File: src/rtl/misr_pkg.sv
// Shared types and constants for the MISR signature compactor and its
// single-step update block.
package misr_pkg;

  typedef enum logic [1:0] {
    IDLE  = 2'd0,
    RUN   = 2'd1,
    CHECK = 2'd2,
    DONE  = 2'd3
  } misr_state_e;

  localparam int              MISR_WIDTH        = 9;
  localparam logic [MISR_WIDTH-1:0] MISR_POLY_DEFAULT = 9'h011;
  localparam logic [MISR_WIDTH-1:0] MISR_SEED_DEFAULT = 9'h000;

endpackage

File: src/rtl/misr_step.sv
// One combinational MISR update: shift the signature by one position,
// fold the feedback bit in through the tap mask, then XOR in the data word.
module misr_step
  import misr_pkg::*;
#(
  parameter int              WIDTH = MISR_WIDTH,
  parameter logic [WIDTH-1:0] POLY = MISR_POLY_DEFAULT
) (
  input  logic [WIDTH-1:0] sig_in,
  input  logic [WIDTH-1:0] data_in,
  output logic [WIDTH-1:0] sig_out
);

  logic fb;

  // Bit 0 always takes the feedback (x^0 term), so POLY[0] is not consulted.
  always_comb begin
    fb         = sig_in[WIDTH-1];
    sig_out    = '0;
    sig_out[0] = fb ^ data_in[0];
    for (int i = 1; i < WIDTH; i++) begin
      sig_out[i] = sig_in[i-1] ^ (POLY[i] & fb) ^ data_in[i];
    end
  end

endmodule

File: src/rtl/misr_compactor.sv
// MISR response compactor: folds a counted run of response words into a
// signature, then compares it once against a golden value.
module misr_compactor
  import misr_pkg::*;
#(
  parameter int               WIDTH = MISR_WIDTH,
  parameter logic [WIDTH-1:0] POLY  = MISR_POLY_DEFAULT,
  parameter logic [WIDTH-1:0] SEED  = MISR_SEED_DEFAULT
) (
  input  logic               clk,
  input  logic               rst,
  input  logic               start,
  input  logic [15:0]        pattern_count,
  input  logic               resp_valid,
  input  logic [0:WIDTH-1]   resp_data,
  input  logic [WIDTH-1:0]   golden,
  output logic               resp_ready,
  output logic               busy,
  output logic               done,
  output logic               pass,
  output logic               fail,
  output logic [WIDTH-1:0]   signature,
  output logic [15:0]        accepted
);

  misr_state_e      state, state_next;
  logic [15:0]      count_q;
  logic [15:0]      acc_next;
  logic [WIDTH-1:0] data_word;
  logic [WIDTH-1:0] sig_step;
  logic             beat;
  logic             last_beat;

  // resp_data is MSB-first; reorder so data_word[i] is the x^i coefficient.
  always_comb begin
    data_word = '0;
    for (int i = 0; i < WIDTH; i++) begin
      data_word[i] = resp_data[WIDTH-1-i];
    end
  end

  misr_step #(
    .WIDTH (WIDTH),
    .POLY  (POLY)
  ) u_step (
    .sig_in  (signature),
    .data_in (data_word),
    .sig_out (sig_step)
  );

  assign beat      = (state == RUN) && resp_valid;
  assign acc_next  = accepted + 16'd1;
  assign last_beat = beat && (acc_next == count_q);

  always_ff @(posedge clk) begin
    if (rst) state <= IDLE;
    else     state <= state_next;
  end

  always_comb begin
    state_next = state;
    unique case (state)
      IDLE, DONE: if (start) state_next = (pattern_count == 16'd0) ? CHECK : RUN;
      RUN:        if (last_beat) state_next = CHECK;
      CHECK:      state_next = DONE;
      default:    state_next = IDLE;
    endcase
  end

  always_comb begin
    resp_ready = (state == RUN);
    busy       = (state == RUN) || (state == CHECK);
    done       = (state == DONE);
  end

  // Result flags are cleared on start so they can only be high in DONE.
  always_ff @(posedge clk) begin
    if (rst) begin
      signature <= SEED;
      accepted  <= 16'd0;
      count_q   <= 16'd0;
      pass      <= 1'b0;
      fail      <= 1'b0;
    end else begin
      unique case (state)
        IDLE, DONE: begin
          if (start) begin
            signature <= SEED;
            accepted  <= 16'd0;
            count_q   <= pattern_count;
            pass      <= 1'b0;
            fail      <= 1'b0;
          end
        end
        RUN: begin
          if (beat) begin
            signature <= sig_step;
            accepted  <= acc_next;
          end
        end
        CHECK: begin
          pass <= (signature == golden);
          fail <= (signature != golden);
        end
        default: ;
      endcase
    end
  end

endmodule

File: config.mk
export PLATFORM = sky130hd
export DESIGN_NAME = misr_compactor
export DESIGN_NICKNAME = d
export VERILOG_FILES = /design/src/rtl/misr_pkg.sv /design/src/rtl/misr_step.sv /design/src/rtl/misr_compactor.sv
export SDC_FILE = /design/constraint.sdc
export NUM_CORES = 1
export LEC_CHECK = 0
export BUFFER_PORTS_ARGS = -buffer_cell sky130_fd_sc_hd__buf_2
export CORE_ASPECT_RATIO = 1.1
export CORE_MARGIN = 2
export CORE_UTILIZATION = 48
export CTS_CLUSTER_DIAMETER = 150
export DETAILED_ROUTE_END_ITERATION = 8
export PLACE_DENSITY = 0.82
export REMOVE_ABC_BUFFERS = 1
export SETUP_SLACK_MARGIN = 0.02
export SLEW_MARGIN = 40
export SYNTH_ARGS = -nofsm -noshare
export SYNTH_HDL_FRONTEND = slang
export SYNTH_SLANG_ARGS = --single-unit
export TNS_END_PERCENT = 20
File: constraint.sdc
create_clock -name clk -period 2.1 [get_ports clk]
set_input_delay 0.21 -clock clk [delete_from_list [all_inputs] [get_ports clk]]
set_output_delay 0.21 -clock clk [all_outputs]
set_load 0.05 [all_outputs]
==> results.toml <==
[place]
dpl_cell_area_um2 = 3284
place_congestion = 0.9047
port_buffers = 67
dp_hpwl_mm = 5.547

[critical_path]
crit_family = "compound AO/OA/AOI/OAI gates"
r2r-start = "accepted[0]"
required_ns = 2.33
cp-end-kind = "flop"
cp_max_fo = 4
slowest_stage = "dfxtp_2"
crit_type = "reg -> reg"
critical_path.max_stage_delay_ns = 0.36
startpoint = "accepted[0]"
startpoint_type = "flop"
path_cells = "ha_4 -> nand3_4 -> nor4_4 -> xnor2_1 -> a2111oi_2 -> o2111a_2 -> nor3_1 -> a211oi_2"
crit_arrival_ns = 2.34
crit_buf_inv = 0

[cells_and_area]
num-nets-final = 470
postLayoutCellArea_um2 = 3505
area_growth_pct = 27.49
drive_gt1_share_pct = 33.33
layout_common_cells = "buf_2 (67), nand2_1 (48), dfxtp_1 (37), a21oi_1 (35), buf_4 (34)"
final_common_cell = "buf_2"
diodes = 0

[power_and_ir_drop]
leakage_nw = 1.491
peakVddDrop_mv = 0.8868
finalPower_w = 0.002869
power_density_nw_per_um2 = 818.7

[drt]
met2_length_mm = 3.703
ant_nets = 0
via_per_inst = 5.724
wl_per_cell_um = 15.14
vias = 2885
dr.pass1.iters = 5
dr_wl_met3_um = 453
drc_errors = 0
met1Wirelength_mm = 3.312
drtIter0Drc = 181
highest_layer = "met4"
wirelength_mm = 7.629

[clocking]
worstSkewPairLatency_ns = 0.30
tritoncts = "built"
clockBufferDepth = 2
cts_buffers = 5
clock-root-buffer = "clkbuf_8"
cts_sinks = 45
cts_hold_buf = 0
ctsHtreeMaxLevel = 2
path_clk_slew_ns = 0.09

[sta]
setup_viol_count_final = 1
fin_skew_ns = 0.006203
hold_viol = 0
min_period_ns = 2.110
tns_ns = -0.01047
fmax_mhz = 473.8
drv_slew = 0
rsz0062_at_grt = "yes"
min_period_over_period_pct = 100.5
slew_headroom_pct = 56.74
layout_setup_ws_ns = -0.01047
tightest_slew_ns = 0.6488

[global_routing]
gr-total-overflow = 0
grt_pass1_wl_mm = 12.50
grt_antenna_before_repair = 0
grt_max_degree = 36
grt_pass1_vias = 2656
grt_use_total_pct = 23.68

[floorplanning]
dieArea_um2 = 6349
die_w_um = 76.16
fp.dieH_um = 83.37
start_util_pct = 50.30
num_rows = 28
ioPinCount = 68
core_area_um2 = 5465

[yosys]
synthFlopType = "dfxtp_1"
syn_area_um2 = 2749
synthDistinctLibCells = 52
synth_edf_count = 0
async_reset_ff_share_pct = 0
ys_seq_area_share_pct = 32.77
synth_warnings = 0
synth-seq-cells = 45
syn_inst = 343
syn-mean-instance-area_um2 = 8.014

[outcome]
violations = "setup timing"
run_status = "finished, violations left"

[min_path]
hp-start = "pattern_count[8]"
hold_path_class = "in -> reg"

[flow_run]
maxCapViolations = 0
-- worst min-delay path, stage by stage --
cell and delay, ns:
buf_2 0.11, nand2_1 0.05, a21oi_1 0.05
-- layer usage --
layer / vias to the layer above / GRT usage, %
li1: 1400 / -
met1: 1354 / 31.04
met2: 113 / 38.72
met3: 18 / 4.239
met4: 0 / 9.256
met5: - / 0
-- area by class of cell --
type | instances | area (um^2)
fill | 511 | 1961
multi-input combinational | 268 | 1770
sequential | 45 | 910.9
timing repair buffer | 102 | 601.8
clock buffer | 7 | 96.34
tap | 75 | 93.84
inverter | 6 | 22.52
clock inverter | 1 | 8.758
-- report_power, final --
part	switching, W	leakage (nW)	internal, W
combinational	0.000763	1.07	0.000431
sequential	0.000106	0.369	0.000957
clock	0.000308	0.0549	0.000304
-- kinds of logic after synthesis --
family / share of synthesized area, %
AND/OR/NAND/NOR: 27.49
AO/OA/AOI/OAI: 21.35
flip-flops: 32.77
XOR/XNOR: 11.15
buffers and inverters: 5.416
adder cells (fa/ha/maj): 1.821
-- cells in the mapped netlist, types with 2 or more instances --
cell type / count / area, um^2
a2111oi_2: 2 / 30.03
a211oi_1: 2 / 15.01
a21oi_1: 35 / 175.2
a22oi_1: 10 / 75.07
a311oi_1: 4 / 35.03
a31oi_1: 5 / 31.28
and2_1: 2 / 12.51
and3_1: 4 / 25.02
buf_2: 5 / 25.02
buf_4: 4 / 30.03
buf_6: 2 / 22.52
clkbuf_1: 13 / 48.80
dfxtp_1: 45 / 900.9
ha_1: 4 / 50.05
inv_1: 6 / 22.52
nand2_1: 48 / 180.2
nand2b_1: 2 / 12.51
nand3_1: 8 / 40.04
nand3_4: 2 / 35.03
nand3b_1: 3 / 22.52
nand4_1: 6 / 37.54
nand4_4: 2 / 42.54
nand4b_1: 2 / 17.52
nor2_1: 33 / 123.9
nor3_1: 6 / 30.03
nor4_1: 7 / 43.79
nor4_4: 2 / 42.54
o21ai_0: 19 / 95.09
o21ba_2: 2 / 20.02
or3_1: 3 / 18.77
xnor2_1: 20 / 175.2
xor2_1: 15 / 131.4
-- registers in the layout, indices dropped and copies added (netlist names) --
name / cells
count_q: 16
pass: 1
fail: 1
accepted: 16
state: 2
signature: 9
-- worst paths after layout --
path / cells after the start / to / slack (ns)
setup / recovery: 8 / state[1] / -0.01
hold / removal: 3 / count_q[8] / 0.16
setup reg to reg: 8 / state[1] / -0.01
hold reg to reg: 2 / count_q[0] / 0.47
-- repair_timing --
| action | 4_1_cts | 5_1_grt |
|---|---|---|
| gates cloned | 0 | 0 |
| gates resized for setup | 14 | 7 |
| endpoints found under the setup margin | 15 | 14 |
| setup buffers | 2 | 2 |
| pin swaps | 5 | 4 |
-- stage by stage --
stage	hold WS (ns)	util, %	setup slack (ns)	cells
3_5_place_dp	0.4656	60.10	-0.09337	492
2_1_floorplan	0.2791	-	-0.6467	319
3_3_place_gp	0.4585	60.10	-0.005492	492
5_1_grt	0.1476	64.13	-0.1262	504
6_report	0.1563	64.13	-0.01047	504
4_1_cts	0.1541	63.35	0.02069	502
Note: power is estimated with default switching activity, not from simulation.
